--- config.mk ---
export PLATFORM = sky130hd
export DESIGN_NAME = id_ex_stage
export DESIGN_NICKNAME = d
export VERILOG_FILES = /design/src/rtl/id_ex_stage_pkg.sv /design/src/rtl/id_ex_stage_hazard.sv /design/src/rtl/id_ex_stage.sv
export SDC_FILE = /design/constraint.sdc
export NUM_CORES = 1
export LEC_CHECK = 0
export CAP_MARGIN = 25
export CORE_MARGIN = 5
export CORE_UTILIZATION = 25
export CTS_CLUSTER_SIZE = 12
export DETAILED_ROUTE_END_ITERATION = 8
export PLACE_DENSITY = 0.57
export SYNTH_ARGS = -nofsm -noshare
export SYNTH_HDL_FRONTEND = slang
export SYNTH_SLANG_ARGS = --single-unit
--- constraint.sdc ---
create_clock -name clk_i -period 4.16 [get_ports clk_i]
set_input_delay 1.04 -clock clk_i [delete_from_list [all_inputs] [get_ports clk_i]]
set_output_delay 1.04 -clock clk_i [all_outputs]
set_load 0.01 [all_outputs]
--- src/rtl/id_ex_stage_pkg.sv ---
// Shared decode/ID-EX definitions: control bundle layout, opcodes,
// ALUOp encodings and the ID/EX register bundle.
package id_ex_stage_pkg;

  localparam int CTRL_W        = 8;
  localparam int CTRL_REGWRITE = 7;
  localparam int CTRL_MEMTOREG = 6;
  localparam int CTRL_MEMREAD  = 5;
  localparam int CTRL_MEMWRITE = 4;
  localparam int CTRL_ALUSRC   = 3;
  localparam int CTRL_ALUOP_HI = 2;
  localparam int CTRL_ALUOP_LO = 1;
  localparam int CTRL_REGDST   = 0;

  localparam logic [1:0] ALUOP_ADD   = 2'b00;
  localparam logic [1:0] ALUOP_SUB   = 2'b01;
  localparam logic [1:0] ALUOP_IMM   = 2'b10;
  localparam logic [1:0] ALUOP_RTYPE = 2'b11;

  localparam logic [5:0] OP_RTYPE = 6'h00;
  localparam logic [5:0] OP_J     = 6'h02;
  localparam logic [5:0] OP_BEQ   = 6'h04;
  localparam logic [5:0] OP_ADDI  = 6'h08;
  localparam logic [5:0] OP_LW    = 6'h23;
  localparam logic [5:0] OP_SW    = 6'h2b;

  typedef logic [4:0]        reg_t;
  typedef logic [CTRL_W-1:0] ctrl_t;

  typedef struct packed {
    ctrl_t       ctrl;
    logic [31:0] rsData;
    logic [31:0] rtData;
    logic [31:0] imm;
    reg_t        rs;
    reg_t        rt;
    reg_t        rd;
  } id_ex_t;

  function automatic logic [31:0] signExt16(
    input logic [15:0] v
  );
    return {{16{v[15]}}, v};
  endfunction

  function automatic reg_t dstReg(
    input ctrl_t ctrl,
    input reg_t  rt,
    input reg_t  rd
  );
    return ctrl[CTRL_REGDST] ? rd : rt;
  endfunction

endpackage

--- src/rtl/id_ex_stage_hazard.sv ---
// Combinational hazard detection for the ID stage:
// load-use, branch-vs-EX and branch-vs-MEM-load.
module hazard_detect
  import id_ex_stage_pkg::*;
(
  input  logic  valid,
  input  ctrl_t ctrl,
  input  logic  branch,
  input  logic  jump,
  input  reg_t  rs,
  input  reg_t  rt,
  input  ctrl_t exCtrl,
  input  reg_t  exRt,
  input  reg_t  exRd,
  input  logic  memMemRead,
  input  reg_t  memRt,
  output logic  stall
);

  logic useRs;
  logic useRt;
  reg_t exDst;
  logic loadUse;
  logic branchEx;
  logic branchMem;

  assign useRs = valid & ~jump;
  assign useRt = valid & (ctrl[CTRL_REGDST]
                        | ctrl[CTRL_MEMWRITE]
                        | branch);

  assign exDst = dstReg(exCtrl, exRt, exRd);

  assign loadUse = exCtrl[CTRL_MEMREAD]
                 & (exRt != 5'd0)
                 & ((useRs & (exRt == rs))
                  | (useRt & (exRt == rt)));

  // beq compares in ID, so any in-flight producer of its operands blocks it
  assign branchEx = valid & branch
                  & exCtrl[CTRL_REGWRITE]
                  & (exDst != 5'd0)
                  & ((exDst == rs) | (exDst == rt));

  assign branchMem = valid & branch
                   & memMemRead
                   & (memRt != 5'd0)
                   & ((memRt == rs) | (memRt == rt));

  assign stall = loadUse | branchEx | branchMem;

endmodule

--- src/rtl/id_ex_stage.sv ---
// ID/EX pipeline register with hazard stall, ID-stage beq/j
// resolution and a saturating stall counter.
module id_ex_stage
  import id_ex_stage_pkg::*;
#(
  parameter int CNT_W = 16
) (
  input  logic             clk_i,
  input  logic             rst_i,
  input  logic             valid_i,
  input  logic [7:0]       ctrl_i,
  input  logic             branch_i,
  input  logic             jump_i,
  input  logic [31:0]      rs_data_i,
  input  logic [31:0]      rt_data_i,
  input  logic [15:0]      imm_i,
  input  logic [4:0]       rs_i,
  input  logic [4:0]       rt_i,
  input  logic [4:0]       rd_i,
  input  logic             mem_memread_i,
  input  logic [4:0]       mem_rt_i,
  output logic [7:0]       ex_ctrl_o,
  output logic [31:0]      ex_rs_data_o,
  output logic [31:0]      ex_rt_data_o,
  output logic [31:0]      ex_imm_o,
  output logic [4:0]       ex_rs_o,
  output logic [4:0]       ex_rt_o,
  output logic [4:0]       ex_rd_o,
  output logic             stall_o,
  output logic             branch_taken_o,
  output logic             ifid_flush_o,
  output logic [CNT_W-1:0] stall_cnt_o
);

  id_ex_t          exReg;
  id_ex_t          exNext;
  logic            bubble;
  logic            operandsEq;
  logic [CNT_W-1:0] stallCnt;

  hazard_detect uHazard (
    .valid      (valid_i),
    .ctrl       (ctrl_i),
    .branch     (branch_i),
    .jump       (jump_i),
    .rs         (rs_i),
    .rt         (rt_i),
    .exCtrl     (exReg.ctrl),
    .exRt       (exReg.rt),
    .exRd       (exReg.rd),
    .memMemRead (mem_memread_i),
    .memRt      (mem_rt_i),
    .stall      (stall_o)
  );

  assign operandsEq = (rs_data_i == rt_data_i);

  assign branch_taken_o = valid_i & branch_i
                        & ~stall_o & operandsEq;

  assign ifid_flush_o = branch_taken_o
                      | (valid_i & jump_i & ~stall_o);

  assign bubble = stall_o | ~valid_i;

  // Only control is zeroed on a bubble; operands are don't-care then
  always_comb begin
    exNext        = '0;
    exNext.ctrl   = bubble ? '0 : ctrl_i;
    exNext.rsData = rs_data_i;
    exNext.rtData = rt_data_i;
    exNext.imm    = signExt16(imm_i);
    exNext.rs     = rs_i;
    exNext.rt     = rt_i;
    exNext.rd     = rd_i;
  end

  always_ff @(posedge clk_i or negedge rst_i) begin
    if (!rst_i) begin
      exReg <= '0;
    end else begin
      exReg <= exNext;
    end
  end

  always_ff @(posedge clk_i or negedge rst_i) begin
    if (!rst_i) begin
      stallCnt <= '0;
    end else if (stall_o && !(&stallCnt)) begin
      stallCnt <= stallCnt + CNT_W'(1);
    end
  end

  assign ex_ctrl_o    = exReg.ctrl;
  assign ex_rs_data_o = exReg.rsData;
  assign ex_rt_data_o = exReg.rtData;
  assign ex_imm_o     = exReg.imm;
  assign ex_rs_o      = exReg.rs;
  assign ex_rt_o      = exReg.rt;
  assign ex_rd_o      = exReg.rd;
  assign stall_cnt_o  = stallCnt;

endmodule

# Word level (Yosys, flattened, before mapping)
# Cells that the tools add are included.
[totals]
register_bits = 119
output_inout_bits = 138
[op_classes]
add_sub_neg = 1
n_bitwise = 29
n_eq_ne = 7
muxes = 2
n_reduce_logical = 6
[ops]
columns = ["cell", "count"]
rows = [
  ["32-bit equality test", 1],
  ["5-bit equality test", 6],
  ["1-bit bitwise AND", 17],
  ["16-bit by 1-bit adder with 16-bit output (second input constant)", 1],
  ["16-bit AND reduction", 1],
  ["5-bit nonzero test", 3],
  ["1-bit bitwise OR", 9],
  ["8-bit 2-to-1 mux", 1],
  ["5-bit 2-to-1 mux", 1],
  ["1-bit NOT", 3],
  ["1-bit logical AND", 1],
  ["1-bit logical NOT", 1],
]

# Logic depth before layout (Yosys ltp)
[depth]
ltp_word = 12
ltp_mapped = 9
mapped_depth_nobuf = 8

# Hierarchy
# From an unflattened synthesis, not the netlist that was laid out.
[unflattened]
hier_cells = 303
area_unflattened_um2 = 4398.0
[modules_own_cells]
columns = ["module", "instances", "area_each_um2", "cells_per_inst", "seq_area_each_um2"]
rows = [
  ["id_ex_stage", 1, 3882.5, 241, 2977.9],
  ["hazard_detect", 1, 515.5, 62, 0.0],
]

# Worst setup path before layout
# OpenSTA, ideal clock, no wires.
[synth_timing]
path_kind = "input-to-output"
start = "input mem_rt_i[0]"
end = "output ifid_flush_o"
stages = 6
required_ps = 3120
setup_slack_ps = 732
t_arrival_ps = 2388
path_buffers = 1
cell_sequence = "or4_1 o2111ai_1 o22a_1 nand3_4 buf_6 a21oi_1"
[synth_via]
elab_chain_len = 8
word_cells_on_any_way = 12
[synth_lines]
columns = ["element", "line_no", "source"]
rows = [
  ["start, declared", "id_ex_stage.sv:21", "input logic [4:0] mem_rt_i,"],
  ["5-bit equality test / 5-bit nonzero test (equally long branches)", "id_ex_stage_hazard.sv:48, id_ex_stage_hazard.sv:47", ""],
  ["1-bit bitwise OR / 1-bit bitwise AND (equally long branches)", "id_ex_stage_hazard.sv:48, id_ex_stage_hazard.sv:47", ""],
  ["1-bit bitwise AND *", "id_ex_stage_hazard.sv:48", "& ((memRt == rs) | (memRt == rt));"],
  ["1-bit bitwise OR *", "id_ex_stage_hazard.sv:50", "assign stall = loadUse | branchEx | branchMem;"],
  ["named net stall_o", "id_ex_stage.sv:29", "output logic stall_o,"],
  ["1-bit NOT *", "id_ex_stage.sv:59, id_ex_stage.sv:62", ""],
  ["1-bit bitwise AND (2 in a row)", "id_ex_stage.sv:59", "& ~stall_o & operandsEq;"],
  ["1-bit bitwise OR *", "id_ex_stage.sv:62", "| (valid_i & jump_i & ~stall_o);"],
  ["end, declared", "id_ex_stage.sv:31", "output logic ifid_flush_o,"],
]
# Mark *: on every way through the listed nets, which the timed path passes. The rest lies on a longest branch.

# Final worst setup path
[layout_timing]
start = "input rs_data_i[9]"
end = "output ifid_flush_o"
[layout_via]
elab_chain_len = 3
[layout_lines]
columns = ["element", "line_no", "source"]
rows = [
  ["start, declared", "id_ex_stage.sv:14", "input logic [31:0] rs_data_i,"],
  ["32-bit equality test", "id_ex_stage.sv:56", "assign operandsEq = (rs_data_i == rt_data_i);"],
  ["1-bit bitwise AND", "id_ex_stage.sv:59", ""],
  ["1-bit bitwise OR", "id_ex_stage.sv:62", ""],
]
# No other way between the ends.

==> metrics.md <==
| Metric | Value |
|---|---|
| Fmax | `245.6 MHz` |
| Footprint of the multi-input gates | `0.001291 mm2` |
| Synthesized area divided by synthesized cell count | `13.97 um2` |
| Number of H-tree levels | `4` |
| Detailed-route vias per instance | `4.125` |
| X dimension of the die | `142.7 um` |
| Logic gate share of total power | `0.139` |
| Unrepaired setup endpoints after global routing | `yes` |
| Warnings from Yosys | `0` |
| Max-Cap Viols | `0` |
| Minimum clock period | `4072 ps` |
| Final hold vios | `0` |
| Flop pwr share | `0.395` |
| Source-to-sink clock delay at the later pin of the worst-skew pair | `420 ps` |
| Worst Tran Pin Value | `781.3 ps` |
| Clock share of power | `0.465` |
| Leakage power | `3.243 nW` |
| Simple logic cell fraction of the synthesized area | `0.1063` |
| Worst slew slack as a fraction of its limit | `0.4791` |
| Fraction of layout instances using a drive strength above 1 | `0.1035` |
| Total number of clock tree sinks | `119` |
| Wirelength per Cell | `16.64 um` |
| Post-synth design cell area | `0.004402 mm2` |
| Final setup viols | `0` |
| I/O pin cnt | `252` |
| Total global-route track usage | `0.1389` |
| Max Transition Viols Final | `0` |
| CP Capture Point | `ifid_flush_o` |
| Maximum number of pins on one net before global-route repair | `61` |
| Largest stage delay on the critical path | `470 ps` |
| Number of DRC violations after detailed routing | `0` |
| Compound-gate portion of the synthesized area | `0.01023` |
| Net load switching power | `766.4 uW` |
| Number of buffers created by CTS | `17` |
| Number of antenna violations at the first check in global routing | `0` |
| Kind of start point of the critical path | `input pin` |
| Core area | `0.01730 mm2` |
| Via count of the first global-routing pass | `3855` |
| Cell-by-cell listing of the critical path | `clkdlybuf4s50_1, xor2_1, nor4_1, buf_4, nand4_1, nor3_2, nand4_1, a21oi_1, clkdlybuf4s15_1` |
| R2R cell count | `7` |
| Final-layout fill cell count | `1570` |
| Starting utilization of the core area | `0.2545` |
| CP Max Fanout | `2` |
| Flop and latch count out of synthesis | `119` |
| Int Pwr | `2.405 mW` |
| Die boundary height | `142.7 um` |
| Peak supply drop | `266.0 uV` |
| Unique masters post-synth | `30` |
| Run status | `finished, final reports clean` |
| Required arrival time at the worst endpoint | `3120 ps` |
| Largest family of logic cells by synthesized area | `XOR/XNOR gates` |
| Number of detailed-route iterations in the first pass | `3` |
| Total detailed-routing wirelength | `13.71 mm` |
| Top cell by count, worst path | `sky130_fd_sc_hd__nand4_1` |
| Number of cell rows | `48` |
| Cts hold-fix bufs | `0` |
| Cell type of the slowest stage on the worst timing path | `sky130_fd_sc_hd__clkdlybuf4s50_1` |
| Global route overflow | `0` |
| Antenna Nets Post-Route | `0` |
| Final worst setup slack | `87.63 ps` |
| Global placer's final weighted congestion | `0.8197` |
| Initial drt markers | `79` |
| Tightest Hold Check Type | `register to register` |
| Fin crit share | `0.9789` |
| Adder and majority gate portion of the synthesized area | `0.002843` |
| Port Buf Inserts | `251` |
| Count of inserted antenna diode cells | `0` |
| Worst flop-to-flop path startpoint | `ex_rt_o[1]$_DFF_PN0_` |
| Root buf cell | `sky130_fd_sc_hd__clkbuf_16` |
| Crit path arrival time | `3030 ps` |
| Syn_nets | `430` |
| Buffers inserted during post-CTS setup optimization | `0` |
| Net switching share of the total power | `0.2417` |
| Buffer depth of the longest clock path | `2` |
| Share of flip-flops with an asynchronous set or reset | `1.000` |
| Detailed placer's ending HPWL | `10.83 mm` |
| Final net count | `701` |
| Max Clock Skew | `14.52 ps` |
| Clock tree from TritonCTS | `yes` |
| Mapped Cells | `315` |
| Post-synthesis to final-layout area growth | `77.74%` |
| Post-Place Worst Slack | `-344.5 ps` |
| Top FF cell, synth | `sky130_fd_sc_hd__dfrtp_1` |
| Combined flip-flop and latch cell area | `0.002978 mm2` |
| Type of the setup path with the least slack | `input pin to primary output` |
| Clock transition at the registers of the reported paths | `50 ps` |
| R2r setup slk | `1770 ps` |
| Count of flip-flops with a built-in enable after synthesis | `0` |
| Global-route wire length before repair | `21.51 mm` |
| Die footprint | `0.02036 mm2` |
| Proportion of synthesized chip area in sequential cells | `0.6765` |
| Critical R2R Capture | `stall_cnt_o[1]$_DFFE_PN0P_` |
| Setup_tns | `0 ps` |
| Minimum hold slack | `489.8 ps` |
| Mux cell area share after synthesis | `0.02075` |
| Xor/xnor share of the synthesized area | `0.1492` |
| Power density of the placed cells | `405.4 mW/mm2` |
| Launch point of the worst path | `rs_data_i[9]` |
| Via count | `3399` |
| Kind of capture point of the worst setup path | `primary output` |
| Total power consumption of the routed design | `3.172 mW` |
synthesized netlist by cell type, types with 2 or more instances:
master	number	area (um2)
sky130_fd_sc_hd__nor4_1	8	50.05
sky130_fd_sc_hd__nor3_1	11	55.05
sky130_fd_sc_hd__and3_1	3	18.77
sky130_fd_sc_hd__xnor2_1	24	210.2
sky130_fd_sc_hd__mux2i_2	2	27.53
sky130_fd_sc_hd__a22oi_1	2	15.01
sky130_fd_sc_hd__xor2_1	51	446.7
sky130_fd_sc_hd__mux2_1	3	33.78
sky130_fd_sc_hd__dfrtp_1	119	2978
sky130_fd_sc_hd__buf_4	16	120.1
sky130_fd_sc_hd__nand3_1	15	75.07
sky130_fd_sc_hd__buf_6	2	22.52
sky130_fd_sc_hd__nand2_1	9	33.78
sky130_fd_sc_hd__and2_1	9	56.30
sky130_fd_sc_hd__nor2_1	13	48.80
sky130_fd_sc_hd__nand4_1	11	68.82
sky130_fd_sc_hd__or4_1	2	15.01
sky130_fd_sc_hd__mux2i_1	3	30.03
cell usage in the layout (no fill, tap or decap), drive strengths merged, types with 9 or more instances in the layout:
cell | synthesis | routed
and2 | 9 | 9
buf | 18 | 21
clkbuf | 1 | 20
clkdlybuf4s50 | 0 | 247
dfrtp | 119 | 119
nand2 | 9 | 9
nand3 | 16 | 16
nand4 | 11 | 11
nor2 | 14 | 14
nor3 | 11 | 11
xnor2 | 24 | 24
xor2 | 51 | 51
through the flow:
| step | utilization | std cells | area, um2 |
|---|---|---|---|
| finish | 0.4523 | 824 | 7824 |
| global placement | 0.4168 | 792 | 7209 |
| CTS | 0.4524 | 824 | 7825 |
| global route | 0.4523 | 824 | 7824 |
| detailed placement | 0.4168 | 792 | 7209 |
| floorplan | - | 315 | 4402 |
worst min-delay path by stage:
| stage | start | endpoint | cells past startpoint |
|---|---|---|---|
| floorplan | stall_cnt_o[9]$_DFFE_PN0P_ | stall_cnt_o[9]$_DFFE_PN0P_ | 1 |
| global placement | stall_cnt_o[9]$_DFFE_PN0P_ | stall_cnt_o[9]$_DFFE_PN0P_ | 1 |
| detailed placement | stall_cnt_o[9]$_DFFE_PN0P_ | stall_cnt_o[9]$_DFFE_PN0P_ | 1 |
| CTS | stall_cnt_o[9]$_DFFE_PN0P_ | stall_cnt_o[9]$_DFFE_PN0P_ | 1 |
| global route | stall_cnt_o[9]$_DFFE_PN0P_ | stall_cnt_o[9]$_DFFE_PN0P_ | 1 |
| finish | stall_cnt_o[9]$_DFFE_PN0P_ | stall_cnt_o[9]$_DFFE_PN0P_ | 1 |
cell families after synthesis:
family | Yosys count
flip-flops | 119
AND/OR/NAND/NOR | 86
XOR/XNOR | 75
buffers and inverters | 20
multiplexers | 8
AO/OA/AOI/OAI | 6
adder cells (fa/ha/maj) | 1
power groups by stage:
| stage | Clock, mW | Combinational, mW | Sequential (mW) |
|---|---|---|---|
| after floorplan | 0 | 0.0939 | 1.30 |
| after global placement | 0 | 0.447 | 1.27 |
| after detailed placement | 0 | 0.448 | 1.27 |
| after CTS | 1.52 | 0.453 | 1.26 |
| after global routing | 1.58 | 0.480 | 1.26 |
| final | 1.48 | 0.442 | 1.25 |
layer usage:
metal,track usage,vias up,routed length (um)
met5,0,-,0
met4,0.05603,0,297
met3,0.06263,21,1435
met2,0.2305,173,6663
met1,0.1560,1615,5314
li1,-,1590,-
state kept, by name, summed over array words and instances (netlist names):
register      flops
stall_cnt_o      16
ex_rt_o           5
ex_rt_data_o     32
ex_rd_o           5
ex_rs_data_o     32
ex_ctrl_o         8
ex_imm_o         16
ex_rs_o           5
timing repair:
| item | in CTS | in global routing |
|---|---|---|
| pin swaps | 3 | 3 |
| endpoints found under the setup margin | 3 | 3 |
| resized for setup | 6 | 3 |
worst max-delay path: cells and delay by family:
kind	cells	cell delay, ps
compound gates	1	180
xor+xnor	1	170
simple gates	4	770
buf+inv	3	890
cell type report:
class,count,area share
Tap cell,225,0.03598
Inverter,1,0.0004798
Sequential cell,119,0.3806
Clock buffer,19,0.05789
Timing Repair Buffer,271,0.3413
Multi-Input combinational cell,176,0.1650
Clock inverter,13,0.01871
No activity file was read; power rests on OpenSTA's default activity.
